**src/rtl/pcie_wr_commit_pkg.sv**
```systemverilog
// pcie_wr_commit_pkg: PU header layouts, commit entry type and the commit Cpl builder
package pcie_wr_commit_pkg;

    localparam logic [7:0] FMT_CPL      = 8'h0A;
    localparam logic [7:0] FMT_MWR_MASK = 8'h5F;
    localparam logic [7:0] FMT_MWR_VAL  = 8'h40;

    typedef enum logic {IDLE, IN_WR} t_cap_state;

    typedef struct packed {
        logic [112:0] rsvd_hi;
        logic         vf_active;
        logic [10:0]  vf_num;
        logic [2:0]   pf_num;
        logic [63:0]  addr;
        logic [15:0]  req_id;
        logic [7:0]   tag_l;
        logic [7:0]   be;
        logic [7:0]   fmt_type;
        logic         tag_h;
        logic [2:0]   tc;
        logic         tag_m;
        logic [8:0]   attr_th;
        logic [9:0]   length;
    } t_pu_req_hdr;

    typedef struct packed {
        logic [112:0] rsvd_hi;
        logic         vf_active;
        logic [10:0]  vf_num;
        logic [2:0]   pf_num;
        logic [31:0]  rsvd_lo;
        logic [15:0]  req_id;
        logic [7:0]   tag_l;
        logic         rsvd_la;
        logic [6:0]   lower_addr;
        logic [15:0]  comp_id;
        logic [2:0]   status;
        logic         bcm;
        logic [11:0]  byte_count;
        logic [7:0]   fmt_type;
        logic         tag_h;
        logic [2:0]   tc;
        logic         tag_m;
        logic [8:0]   attr_th;
        logic [9:0]   length;
    } t_pu_cpl_hdr;

    typedef struct packed {
        logic [9:0]  tag;
        logic [15:0] req_id;
        logic [2:0]  pf_num;
        logic [10:0] vf_num;
        logic        vf_active;
    } t_commit_entry;

    // Status SC, completer id, length and byte count are all zero.
    function automatic t_pu_cpl_hdr build_cpl_hdr(input t_commit_entry e);
        t_pu_cpl_hdr h;
        h           = '0;
        h.fmt_type  = FMT_CPL;
        h.tag_h     = e.tag[9];
        h.tag_m     = e.tag[8];
        h.tag_l     = e.tag[7:0];
        h.req_id    = e.req_id;
        h.pf_num    = e.pf_num;
        h.vf_num    = e.vf_num;
        h.vf_active = e.vf_active;
        return h;
    endfunction

endpackage

```
**src/rtl/pcie_wr_commit_fifo.sv**
```systemverilog
// pcie_wr_commit_fifo: show-ahead register FIFO of commit entries with occupancy count
module pcie_wr_commit_fifo
    import pcie_wr_commit_pkg::*;
#(
    parameter int DEPTH = 16
) (
    input  logic                       clk,
    input  logic                       rst_n,
    input  logic                       push,
    input  t_commit_entry              wdata,
    input  logic                       pop,
    output t_commit_entry              rdata,
    output logic [$clog2(DEPTH):0]     count,
    output logic                       empty,
    output logic                       drop
);
    localparam int AW = $clog2(DEPTH);
    localparam logic [AW:0] FULL_CNT = (AW+1)'(DEPTH);

    t_commit_entry mem [DEPTH];
    logic [AW-1:0] rd_ptr, wr_ptr;
    logic do_push, do_pop;

    assign empty   = count == '0;
    assign do_pop  = pop && !empty;
    // A pop in the same cycle frees the slot the push lands in.
    assign do_push = push && (count != FULL_CNT || do_pop);
    assign drop    = push && !do_push;
    assign rdata   = mem[rd_ptr];

    always_ff @(posedge clk or negedge rst_n) begin
        if (!rst_n) begin
            rd_ptr <= '0;
            wr_ptr <= '0;
            count  <= '0;
        end else begin
            rd_ptr <= do_pop ? rd_ptr + AW'(1) : rd_ptr;
            wr_ptr <= do_push ? wr_ptr + AW'(1) : wr_ptr;
            count  <= count + (AW+1)'(do_push) - (AW+1)'(do_pop);
        end
    end

    always_ff @(posedge clk) begin
        if (do_push) mem[wr_ptr] <= wdata;
    end

endmodule

```
**src/rtl/pcie_wr_commit_gen.sv**
```systemverilog
// pcie_wr_commit_gen: emits one data-less Cpl on RX B per completed TX A MemWr; WR_COMMIT_STATS_EN adds stats
module pcie_wr_commit_gen
    import pcie_wr_commit_pkg::*;
#(
    parameter int TDATA_W    = 512,
    parameter int TUSER_W    = 10,
    parameter int FIFO_DEPTH = 16
) (
    input  logic                          clk,
    input  logic                          rst_n,
    input  logic                          a_tvalid,
    input  logic                          a_tready,
    input  logic                          a_tlast,
    input  logic [TDATA_W-1:0]            a_tdata,
    input  logic [TUSER_W-1:0]            a_tuser,
    output logic                          a_stall,
    output logic                          b_tvalid,
    input  logic                          b_tready,
    output logic [TDATA_W-1:0]            b_tdata,
    output logic [TDATA_W/8-1:0]          b_tkeep,
    output logic [TUSER_W-1:0]            b_tuser,
    output logic                          b_tlast,
    output logic                          err_ovf
`ifdef WR_COMMIT_STATS_EN
    ,
    output logic [31:0]                   stat_commits,
    output logic [$clog2(FIFO_DEPTH):0]   stat_max_occ
`endif
);
    localparam int CW = $clog2(FIFO_DEPTH);

    t_pu_req_hdr   hdr;
    t_cap_state    state, state_nxt;
    t_commit_entry cur_ent, held_ent, push_ent, head;
    logic          beat, sop, is_wr, push, pop, empty, drop, unused_ok;
    logic [CW:0]   count;

    assign hdr       = t_pu_req_hdr'(a_tdata[255:0]);
    assign unused_ok = ^{a_tdata, a_tuser, hdr};
    assign beat      = a_tvalid && a_tready;
    assign is_wr     = sop && !a_tuser[0] && ((hdr.fmt_type & FMT_MWR_MASK) == FMT_MWR_VAL);
    assign cur_ent   = '{tag: {hdr.tag_h, hdr.tag_m, hdr.tag_l}, req_id: hdr.req_id,
                         pf_num: hdr.pf_num, vf_num: hdr.vf_num, vf_active: hdr.vf_active};

    // A single-beat write pushes straight from IDLE using the live header.
    always_comb begin
        push      = beat && a_tlast && (state == IN_WR || is_wr);
        push_ent  = state == IN_WR ? held_ent : cur_ent;
        state_nxt = !beat ? state : a_tlast ? IDLE : is_wr ? IN_WR : state;
    end

    always_ff @(posedge clk or negedge rst_n) begin
        if (!rst_n) begin
            state    <= IDLE;
            sop      <= 1'b1;
            held_ent <= '0;
            a_stall  <= 1'b0;
            err_ovf  <= 1'b0;
        end else begin
            state    <= state_nxt;
            sop      <= beat ? a_tlast : sop;
            held_ent <= beat && is_wr ? cur_ent : held_ent;
            a_stall  <= count >= (CW+1)'(FIFO_DEPTH - 2);
            err_ovf  <= err_ovf | drop;
        end
    end

    pcie_wr_commit_fifo #(.DEPTH(FIFO_DEPTH)) u_fifo (
        .clk   (clk),
        .rst_n (rst_n),
        .push  (push),
        .wdata (push_ent),
        .pop   (pop),
        .rdata (head),
        .count (count),
        .empty (empty),
        .drop  (drop)
    );

    assign pop      = b_tvalid && b_tready;
    assign b_tvalid = !empty;
    assign b_tdata  = b_tvalid ? TDATA_W'(build_cpl_hdr(head)) : '0;
    assign b_tkeep  = (TDATA_W/8)'({32{1'b1}});
    assign b_tuser  = '0;
    assign b_tlast  = b_tvalid;

`ifdef WR_COMMIT_STATS_EN
    always_ff @(posedge clk or negedge rst_n) begin
        if (!rst_n) begin
            stat_commits <= '0;
            stat_max_occ <= '0;
        end else begin
            stat_commits <= stat_commits + 32'(pop);
            stat_max_occ <= count > stat_max_occ ? count : stat_max_occ;
        end
    end
`endif

endmodule

```
**config.mk**
```make
export PLATFORM = sky130hd
export DESIGN_NAME = pcie_wr_commit_gen
export DESIGN_NICKNAME = d
export VERILOG_FILES = /design/src/rtl/pcie_wr_commit_pkg.sv /design/src/rtl/pcie_wr_commit_fifo.sv /design/src/rtl/pcie_wr_commit_gen.sv
export SDC_FILE = /design/constraint.sdc
export NUM_CORES = 1
export LEC_CHECK = 0
export CORE_AREA = 2 2 435 437
export DETAILED_ROUTE_END_ITERATION = 16
export DIE_AREA = 0 0 437 439
export PLACE_DENSITY = 0.35
export SLEW_MARGIN = 10
export SYNTH_ARGS = -nofsm -noshare
export SYNTH_HDL_FRONTEND = slang
export SYNTH_SLANG_ARGS = --single-unit
export TNS_END_PERCENT = 10
```
**constraint.sdc**
```tcl
create_clock -name clk -period 4.01 [get_ports clk]
set_clock_uncertainty 0.2 [all_clocks]
set_input_delay 0.401 -clock clk [delete_from_list [all_inputs] [get_ports clk]]
set_output_delay 0.401 -clock clk [all_outputs]
set_load 0.01 [all_outputs]
```
==> results of run 1 <==
## critical path: stages (launching register included)
cell and delay, ps:
dfrtp_1 420, inv_1 90, ha_1 170, or4b_4 550, nor2b_4 170, buf_12 230
and3_1 190, a221o_1 310, clkdlybuf4s50_1 500
## power groups by stage
stage | clock [mW] | combinational (mW) | sequential (mW)
finish | 7.38 | 7.13 | 8.43
global route | 7.91 | 7.69 | 8.44
CTS | 7.64 | 7.38 | 8.43
detailed placement | 0 | 7.43 | 8.58
global placement | 0 | 7.43 | 8.57
floorplan | 0 | 4.63 | 8.45
## cells in the final DEF, fill, tap and decap left out, types with 39 or more instances in the layout
master             n
conb_1           543
mux2_2            84
mux2i_1          164
edfxtp_1         656
clkdlybuf4s50_1   60
clkbuf_16         78
mux4_2            82
a22oi_1           82
dfrtp_1           54
and3_1            39
## how the worst max path moves through the flow
| stage | depth (start not counted) | end | start |
|---|---|---|---|
| floorplan | 5 | u_fifo.mem[10][0]$_DFFE_PP_ | sop$_DFFE_PN1N_ |
| global placement | 6 | b_tdata[87] | u_fifo.count[2]$_DFF_PN0_ |
| detailed placement | 6 | b_tdata[87] | u_fifo.count[2]$_DFF_PN0_ |
| CTS | 8 | b_tdata[92] | u_fifo.count[2]$_DFF_PN0_ |
| global route | 8 | b_tdata[75] | u_fifo.count[2]$_DFF_PN0_ |
| finish | 8 | b_tdata[75] | u_fifo.count[2]$_DFF_PN0_ |
## what timing repair did
action                                  CTS  global route
endpoints found under the setup margin   41             7
resized for setup                        40             7
cloned                                    1             0
endpoints found under the hold margin    38             0
setup buffers                             5             0
hold buffers                              1             0
## registers in the layout, indices dropped and copies added, names as in the netlist
name and count:
state 1, u_fifo.count 5, held_ent 41, err_ovf 1, sop 1, u_fifo.mem 656
a_stall 1, u_fifo.rd_ptr 4, u_fifo.wr_ptr 4
## stage by stage
stage          setup TNS [ps]  setup WS, ps  hold slack (ps)  util, %  cells
2_1_floorplan               0           873            -94.6        -   2471
3_3_place_gp                0           372              223     18.5   4493
3_5_place_dp                0           375              230     18.5   4493
4_1_cts                 -58.0         -47.4             53.7     19.9   4641
5_1_grt                     0          9.27              112     19.9   4641
6_report                    0           104             76.4     19.9   4643
## area by class of cell
class | count | area share, %
tap | 2495 | 8.38
sequential | 714 | 56.8
multi-input combinational | 1118 | 22.7
clock inverter | 41 | 1.45
antenna | 2 | 0.0134
timing repair buffer | 160 | 4.90
inverter | 13 | 0.131
clock buffer | 100 | 5.60
## kinds of logic after synthesis
logic type	synth area share (%)
fa+ha+maj	0.609
other cells	0.0234
xor+xnor	0.246
simple gates	1.74
buf+inv	14.2
flops	66.0
compound gates	3.37
mux	13.8
## layer usage
metal  track usage [%]  up-vias  routed length [um]
li1                  -     6562                   -
met1              10.5     7960               35800
met2              14.0      607               40300
met3              1.33      104                4130
met4              2.48        4                1670
met5                 0        -                  26
==> impl_metrics.py, run 1 <==
metrics = {
    "timing": {
        "layout_min_cycle_time_ps": 3910,
        "maxSlewHeadroom_pct": 44.0,
        "worstMarginPinSlew_ps": 841,
        "finalCritPeriodShare_pct": 97.4,
        "slew_viol_final": 0,
        "finalHoldViolations": 0,
        "fmax_ghz": 0.256,
        "setup_viol": 0,
        "rsz0062_at_grt": "no",
    },
    "worst_setup_path": {
        "worstSetupPathType": "reg -> out",
        "reg2reg_slack_ps": 620,
        "cp_max_fo": 41,
        "arrival_ps": 3310,
        "crit_path_end_kind": "output port",
        "crit_path_start_kind": "register",
        "worst_r2r_startpoint": "u_fifo.count[2]$_DFF_PN0_",
        "required_ps": 3410,
        "worstReg2RegEnd": "u_fifo.count[4]$_DFF_PN0_",
        "reg2reg_depth": 14,
    },
    "clock_tree": {
        "root_buffer": "clkbuf_16",
        "clk_pin_slew_ps": 60,
        "clkLatencyLatePin_ps": 650,
        "h-tree-depth": 3,
        "clockBufferDepth": 3,
        "cts.sinks": 714,
        "numCtsBuffers": 77,
        "cts_tree": "done",
    },
    "route": {
        "drt_wl_total_um": 81900,
        "remaining_drc_errors": 0,
        "firstDrtPassIters": 5,
        "wl_per_cell_um": 17.6,
        "ant_nets": 0,
        "drt_iter0_markers": 949,
        "viasPerCell": 3.28,
        "num_vias": 15200,
    },
    "floorplan": {
        "ioPinCount": 1118,
        "fp.dieH_um": 439,
        "initial_utilization_pct": 17.1,
        "core_mm2": 0.187,
        "die_area_mm2": 0.192,
        "rows": 159,
        "die_w_um": 437,
    },
    "power_and_ir_drop": {
        "clkPwrFrac_pct": 32.2,
        "combPwrFrac_pct": 31.1,
        "powerDensity_mw_per_mm2": 616,
        "vdd_drop_max_v": 0.000447,
        "total_power_mw": 22.9,
        "switching_share_pct": 31.4,
        "p_int_mw": 15.7,
        "p_leak_nw": 13.4,
        "seqPwrFrac_pct": 36.8,
        "power.switching_mw": 7.20,
    },
    "final_layout": {
        "ff_latch_area_mm2": 0.0212,
        "multiInputGateArea_mm2": 0.00847,
        "finish.instance_area_mm2": 0.0373,
        "area_growth_pct": 16.2,
        "final_nets": 2627,
        "fill_cells": 19800,
        "drive_above_1_share_pct": 17.8,
    },
    "hold_path": {
        "hold_class": "in -> async",
    },
    "synthesis": {
        "yosysUniqueCellTypes": 39,
        "synth-seq-cells": 714,
        "yosys-top-cells-count": "edfxtp_1 (656), buf_4 (546), mux2i_1 (164), mux2_2 (84)",
        "synthTopCellsByArea": "edfxtp_1 (61%), buf_4 (13%), mux4_2 (5.8%)",
        "synth-main-ff-cell": "edfxtp_1",
        "yosysTopAreaCellShare_pct": 61.5,
        "syn-cell-area_mm2": 0.0320,
        "ys_warn_count": 0,
        "ys_async_sr_fraction_pct": 8.12,
        "synthMostInstantiatedCell": "edfxtp_1",
        "ys_seq_area_share_pct": 66.0,
        "synth-edff-count": 656,
        "synth_cells": 1930,
        "syn_area_per_cell_um2": 16.6,
        "yosys.area.top_type": "edfxtp_1",
    },
    "placed_design": {
        "gp_congestion": 0.688,
        "io_buffers": 100,
        "placed_area_mm2": 0.0345,
        "hpwl_um": 45700,
    },
    "run": {
        "cap_violations": 0,
    },
    "grt": {
        "antenna_found_initial": 14,
        "grt_pass1_wl_um": 113000,
        "grt_util_all_layers_pct": 8.17,
        "grt_pass1_vias": 15200,
        "grt-ovfl-total": 0,
        "grt_max_degree": 53,
    },
    "run_status": {
        "run_status": "finished, final reports clean",
    },
}
Power figures use the tool's default switching activity.
==> inputs of run 2 (changes only) <==
--- a/config.mk
+++ b/config.mk
@@ -5,9 +5,9 @@
 export SDC_FILE = /design/constraint.sdc
 export NUM_CORES = 1
 export LEC_CHECK = 0
-export CORE_AREA = 2 2 435 437
+export CORE_AREA = 2 2 431 433
 export DETAILED_ROUTE_END_ITERATION = 16
-export DIE_AREA = 0 0 437 439
+export DIE_AREA = 0 0 433 435
 export PLACE_DENSITY = 0.35
 export SLEW_MARGIN = 10
 export SYNTH_ARGS = -nofsm -noshare
==> impl_metrics.py, run 2 (synthesis results as in run 1) <==
metrics = {
    "grt": {
        "grt_util_all_layers_pct": 8.53,
        "antenna_found_initial": 13,
        "grt_max_degree": 59,
        "grt_pass1_wl_um": 115000,
        "grt-ovfl-total": 0,
        "grt_pass1_vias": 15600,
    },
    "final_layout": {
        "largest_register_ffs": 656,
        "ff_latch_area_mm2": 0.0212,
        "final_nets": 2627,
        "finish.instance_area_mm2": 0.0373,
        "top_register": "u_fifo.mem",
        "area_growth_pct": 16.4,
        "fin_util_pct": 20.3,
        "drive_above_1_share_pct": 18.0,
        "layout_common_cells": "edfxtp_1 (656), conb_1 (543), mux2i_1 (164), mux2_2 (84)",
        "reg_top3": "u_fifo.mem x656, held_ent x41, u_fifo.count x5",
        "multiInputGateArea_mm2": 0.00846,
        "fill_cells": 19400,
        "layout_commonest_cell": "edfxtp_1",
        "final_cells": 4631,
    },
    "timing": {
        "slew_viol_final": 0,
        "worstMarginPinSlew_ps": 901,
        "maxSlewHeadroom_pct": 39.9,
        "setup_tns_ps": 0,
        "finalHoldViolations": 0,
        "setup_viol": 0,
        "layout_min_cycle_time_ps": 3870,
        "finalCritPeriodShare_pct": 96.6,
        "rsz0062_at_grt": "no",
        "fmax_ghz": 0.258,
    },
    "route": {
        "drt_iter0_markers": 875,
        "firstDrtPassIters": 4,
        "dr.max_layer_used": "met5",
        "met3WireLength_um": 5000,
        "ant_nets": 0,
        "drt_wl_total_um": 82600,
        "wl_per_cell_um": 17.8,
        "wl_met1_um": 35000,
        "viasPerCell": 3.28,
        "remaining_drc_errors": 0,
        "met2_length_um": 41200,
        "num_vias": 15200,
    },
    "floorplan": {
        "initial_utilization_pct": 17.4,
        "rows": 158,
        "core_mm2": 0.184,
        "ioPinCount": 1118,
        "fp.dieH_um": 435,
        "die_area_mm2": 0.188,
        "die_w_um": 433,
    },
    "placed_design": {
        "placed_area_mm2": 0.0345,
        "hpwl_um": 46300,
        "io_buffers": 100,
        "gp_congestion": 0.680,
        "placedCellCount": 4475,
    },
    "worst_setup_path": {
        "cp_max_fo": 10,
        "crit_path_start": "u_fifo.count[2]$_DFF_PN0_",
        "worst_r2r_startpoint": "u_fifo.count[2]$_DFF_PN0_",
        "crit_path_start_kind": "register",
        "arrival_ps": 3270,
        "worstSetupPathType": "reg -> out",
        "crit_path_end_kind": "output port",
        "required_ps": 3410,
    },
    "clock_tree": {
        "root_buffer": "clkbuf_16",
        "numCtsBuffers": 80,
        "cts_tree": "done",
        "h-tree-depth": 3,
        "clkLatencyLatePin_ps": 650,
        "cts.sinks": 714,
        "clk_pin_slew_ps": 60,
        "clockBufferDepth": 3,
    },
    "hold_path": {
        "hold_class": "in -> async",
    },
    "power_and_ir_drop": {
        "total_power_mw": 22.8,
        "vdd_drop_max_v": 0.000372,
        "p_leak_nw": 13.4,
        "powerDensity_mw_per_mm2": 611,
    },
    "run": {
        "cap_violations": 0,
    },
    "run_status": {
        "run_status": "finished, final reports clean",
    },
}
==> run 2: changes by cell type in the layout (fill, tap and decap cells not counted), moves of 4 or more <==
cell	delta
a221o_2	+6
inv_6	+4
clkinvlp_4	+4
clkbuf_16	+4
buf_4	-8
a221o_1	-6
dlygate4sd2_1	+6
==> run 2: timing repair <==
action	4_1_cts	5_1_grt
gates resized for setup	46	5
hold buffers	1	0
pin swaps	4	0
endpoints found under the hold margin	44	0
gates cloned	1	0
endpoints found under the setup margin	41	6
buffers inserted	4	1
==> run 2: layout make-up <==
| cell class | instances | area share [%] |
|---|---|---|
| Antenna cell | 1 | 0.00671 |
| Clock buffer | 105 | 5.92 |
| Clock inverter | 43 | 1.29 |
| Inverter | 13 | 0.131 |
| Multi-Input combinational cell | 1118 | 22.7 |
| Sequential cell | 714 | 56.7 |
| Tap cell | 2480 | 8.32 |
| Timing Repair Buffer | 157 | 4.89 |
==> run 2: metrics by stage <==
step	setup WS (ps)	hold WS, ps
final	137	170
after global routing	3.54	171
after CTS	0.500	128
after detailed placement	309	257
after global placement	322	244
after floorplan	873	-94.6
==> run 2: critical path: stages, from the launching register on <==
cell	delay, ps
dfrtp_1	420
inv_1	90
ha_1	180
or4b_4	540
nand2_1	150
nor2_4	60
buf_12	170
buf_4	170
a221o_1	340
clkdlybuf4s50_1	480
==> run 2: layer usage <==
layer | up-vias | track usage [%]
li1 | 6577 | -
met1 | 7917 | 10.6
met2 | 608 | 14.8
met3 | 100 | 1.82
met4 | 10 | 2.37
met5 | - | 0
==> run 2: final timing paths <==
kind	endpoint	slack, ps	cells past startpoint
worst min register to register	sop$_DFFE_PN1N_	260	2
worst max register to register	u_fifo.count[4]$_DFF_PN0_	590	14
worst max-delay path	b_tdata[128]	140	9
worst min-delay path	held_ent[9]$_DFFE_PN0P_	170	2
min in group clk	held_ent[31]$_DFFE_PN0P_	190	2
max in group asynchronous	held_ent[29]$_DFFE_PN0P_	2630	3
==> run 2: where the power goes <==
part	switching (mW)	total (mW)	internal (mW)
sequential	0.165	8.40	8.24
combinational	3.99	6.94	2.95
clock	3.03	7.45	4.42
total	7.19	22.8	15.6
==> inputs of run 3 (changes only) <==
--- a/config.mk
+++ b/config.mk
@@ -9,6 +9,8 @@
 export DETAILED_ROUTE_END_ITERATION = 16
 export DIE_AREA = 0 0 433 435
 export PLACE_DENSITY = 0.35
+export SETUP_SLACK_MARGIN = 0.15
+export SKIP_LAST_GASP = 1
 export SLEW_MARGIN = 10
 export SYNTH_ARGS = -nofsm -noshare
 export SYNTH_HDL_FRONTEND = slang
==> impl_metrics.py, run 3 (synthesis results as in run 1) <==
metrics = {
    "floorplan": {
        "ioPinCount": 1118,
        "die_area_mm2": 0.188,
        "fp.dieH_um": 435,
        "initial_utilization_pct": 17.4,
        "core_mm2": 0.184,
        "rows": 158,
        "die_w_um": 433,
    },
    "route": {
        "drt_wl_total_um": 83000,
        "firstDrtPassIters": 5,
        "ant_nets": 0,
        "remaining_drc_errors": 0,
        "viasPerCell": 3.29,
        "drt_iter0_markers": 930,
        "num_vias": 15200,
        "wl_per_cell_um": 17.9,
    },
    "timing": {
        "layout_min_cycle_time_ps": 3940,
        "finalCritPeriodShare_pct": 98.3,
        "worstMarginPinSlew_ps": 888,
        "layout_setup_ws_ps": 66.8,
        "finalHoldViolations": 0,
        "rsz0062_at_grt": "yes",
        "setup_viol": 0,
        "fmax_ghz": 0.254,
        "maxSlewHeadroom_pct": 40.8,
        "slew_viol_final": 0,
    },
    "worst_setup_path": {
        "arrival_ps": 3340,
        "cp_max_fo": 21,
        "worstSetupPathType": "reg -> out",
        "crit_path_end_kind": "output port",
        "required_ps": 3410,
        "crit_path_start_kind": "register",
    },
    "final_layout": {
        "fin_util_pct": 20.3,
        "drive_above_1_share_pct": 18.3,
        "fill_cells": 19400,
        "area_growth_pct": 16.6,
        "largest_register_ffs": 656,
        "final_nets": 2629,
        "reg_top3": "u_fifo.mem x656, held_ent x41, u_fifo.count x5",
        "top_register": "u_fifo.mem",
        "layout_common_cells": "edfxtp_1 (656), conb_1 (543), mux2i_1 (164), mux2_2 (84), clkdlybuf4s50_1 (84)",
        "layout_commonest_cell": "edfxtp_1",
    },
    "clock_tree": {
        "clk_pin_slew_ps": 60,
        "root_buffer": "clkbuf_16",
        "cts.sinks": 714,
        "clkLatencyLatePin_ps": 650,
        "h-tree-depth": 3,
        "numCtsBuffers": 80,
        "cts_tree": "done",
        "clockBufferDepth": 3,
    },
    "placed_design": {
        "hpwl_um": 46300,
        "place_ws_ps": 309,
        "io_buffers": 100,
        "gp_congestion": 0.680,
    },
    "run_status": {
        "run_status": "finished, final reports clean",
    },
    "grt": {
        "grt_max_degree": 59,
        "grt_util_all_layers_pct": 8.56,
        "grt_pass1_wl_um": 116000,
        "grt-ovfl-total": 0,
        "antenna_found_initial": 13,
        "grt_pass1_vias": 15600,
    },
    "hold_path": {
        "hold_class": "in -> async",
    },
    "power_and_ir_drop": {
        "p_leak_nw": 13.4,
        "powerDensity_mw_per_mm2": 618,
        "vdd_drop_max_v": 0.000374,
    },
    "run": {
        "cap_violations": 0,
    },
}
[run 3: cell types whose count changed in the layout (fill, tap and decap cells not counted)]
cell	delta
dlygate4sd2_1	-27
a221o_1	-1
bufbuf_16	+1
buf_4	+1
clkdlybuf4s50_1	+25
dlymetal6s2s_1	-1
diode_2	+1
clkdlybuf4s15_2	+1
clkdlybuf4s15_1	+1
buf_2	+1
a221o_2	+1
[run 3: cell type report]
| class | instances | area (um2) | area share, % |
|---|---|---|---|
| tap | 2480 | 3100 | 8.31 |
| multi-input combinational | 1118 | 8470 | 22.7 |
| antenna | 2 | 5.00 | 0.0134 |
| inverter | 13 | 48.8 | 0.131 |
| timing repair buffer | 159 | 1890 | 5.06 |
| clock buffer | 105 | 2210 | 5.91 |
| clock inverter | 43 | 480 | 1.29 |
| sequential | 714 | 21200 | 56.6 |
[run 3: critical path: stages (launching register included)]
cell and delay, ps:
dfrtp_1 400, inv_1 90, ha_1 170, or4b_4 520
nand2_1 140, nor2_4 60, buf_4 180, buf_12 170
a221o_1 400, clkdlybuf4s50_1 520
[run 3: worst paths after layout]
kind | depth (start not counted) | from | slack, ps | endpoint
worst max-delay path | 9 | u_fifo.count[3]$_DFF_PN0_ | 70 | b_tdata[76]
worst min-delay path | 2 | rst_n | 170 | held_ent[9]$_DFFE_PN0P_
worst max register to register | 14 | u_fifo.count[3]$_DFF_PN0_ | 630 | u_fifo.count[4]$_DFF_PN0_
worst min register to register | 2 | sop$_DFFE_PN1N_ | 260 | sop$_DFFE_PN1N_
max in group asynchronous | 3 | rst_n | 2640 | held_ent[29]$_DFFE_PN0P_
min in group clk | 2 | a_tdata[40] | 190 | held_ent[31]$_DFFE_PN0P_
[run 3: power breakdown]
| part | switching (mW) | leakage, nW | internal [mW] |
|---|---|---|---|
| sequential | 0.162 | 6.67 | 8.24 |
| clock | 3.04 | 1.31 | 4.42 |
| combinational | 4.03 | 5.40 | 3.19 |
| total | 7.23 | 13.4 | 15.8 |
[run 3: per-layer routing]
metal	track usage (%)	share of wire, %
met5	0	0.070
met4	2.36	1.7
met3	1.82	6.3
met2	14.8	50
met1	10.7	42
[run 3: stage by stage]
step | power (mW) | hold slack, ps | cells | TNS [ps] | cell area, um2
2_1_floorplan | 13.1 | -94.6 | 2471 | 0 | 34100
3_3_place_gp | 15.9 | 244 | 4475 | 0 | 34500
3_5_place_dp | 15.9 | 257 | 4475 | 0 | 34500
4_1_cts | 23.6 | 128 | 4632 | -110 | 37300
5_1_grt | 24.2 | 171 | 4633 | -772 | 37400
6_report | 23.1 | 166 | 4634 | 0 | 37400
[run 3: timing repair]
action / 4_1_cts / 5_1_grt
hold buffers: 1 / 0
hold endpoints to repair: 44 / 0
endpoints found under the setup margin: 41 / 41
gates resized for setup: 29 / 4
buffers inserted: 6 / 0
cloned: 2 / 0
pin swaps: 2 / 1
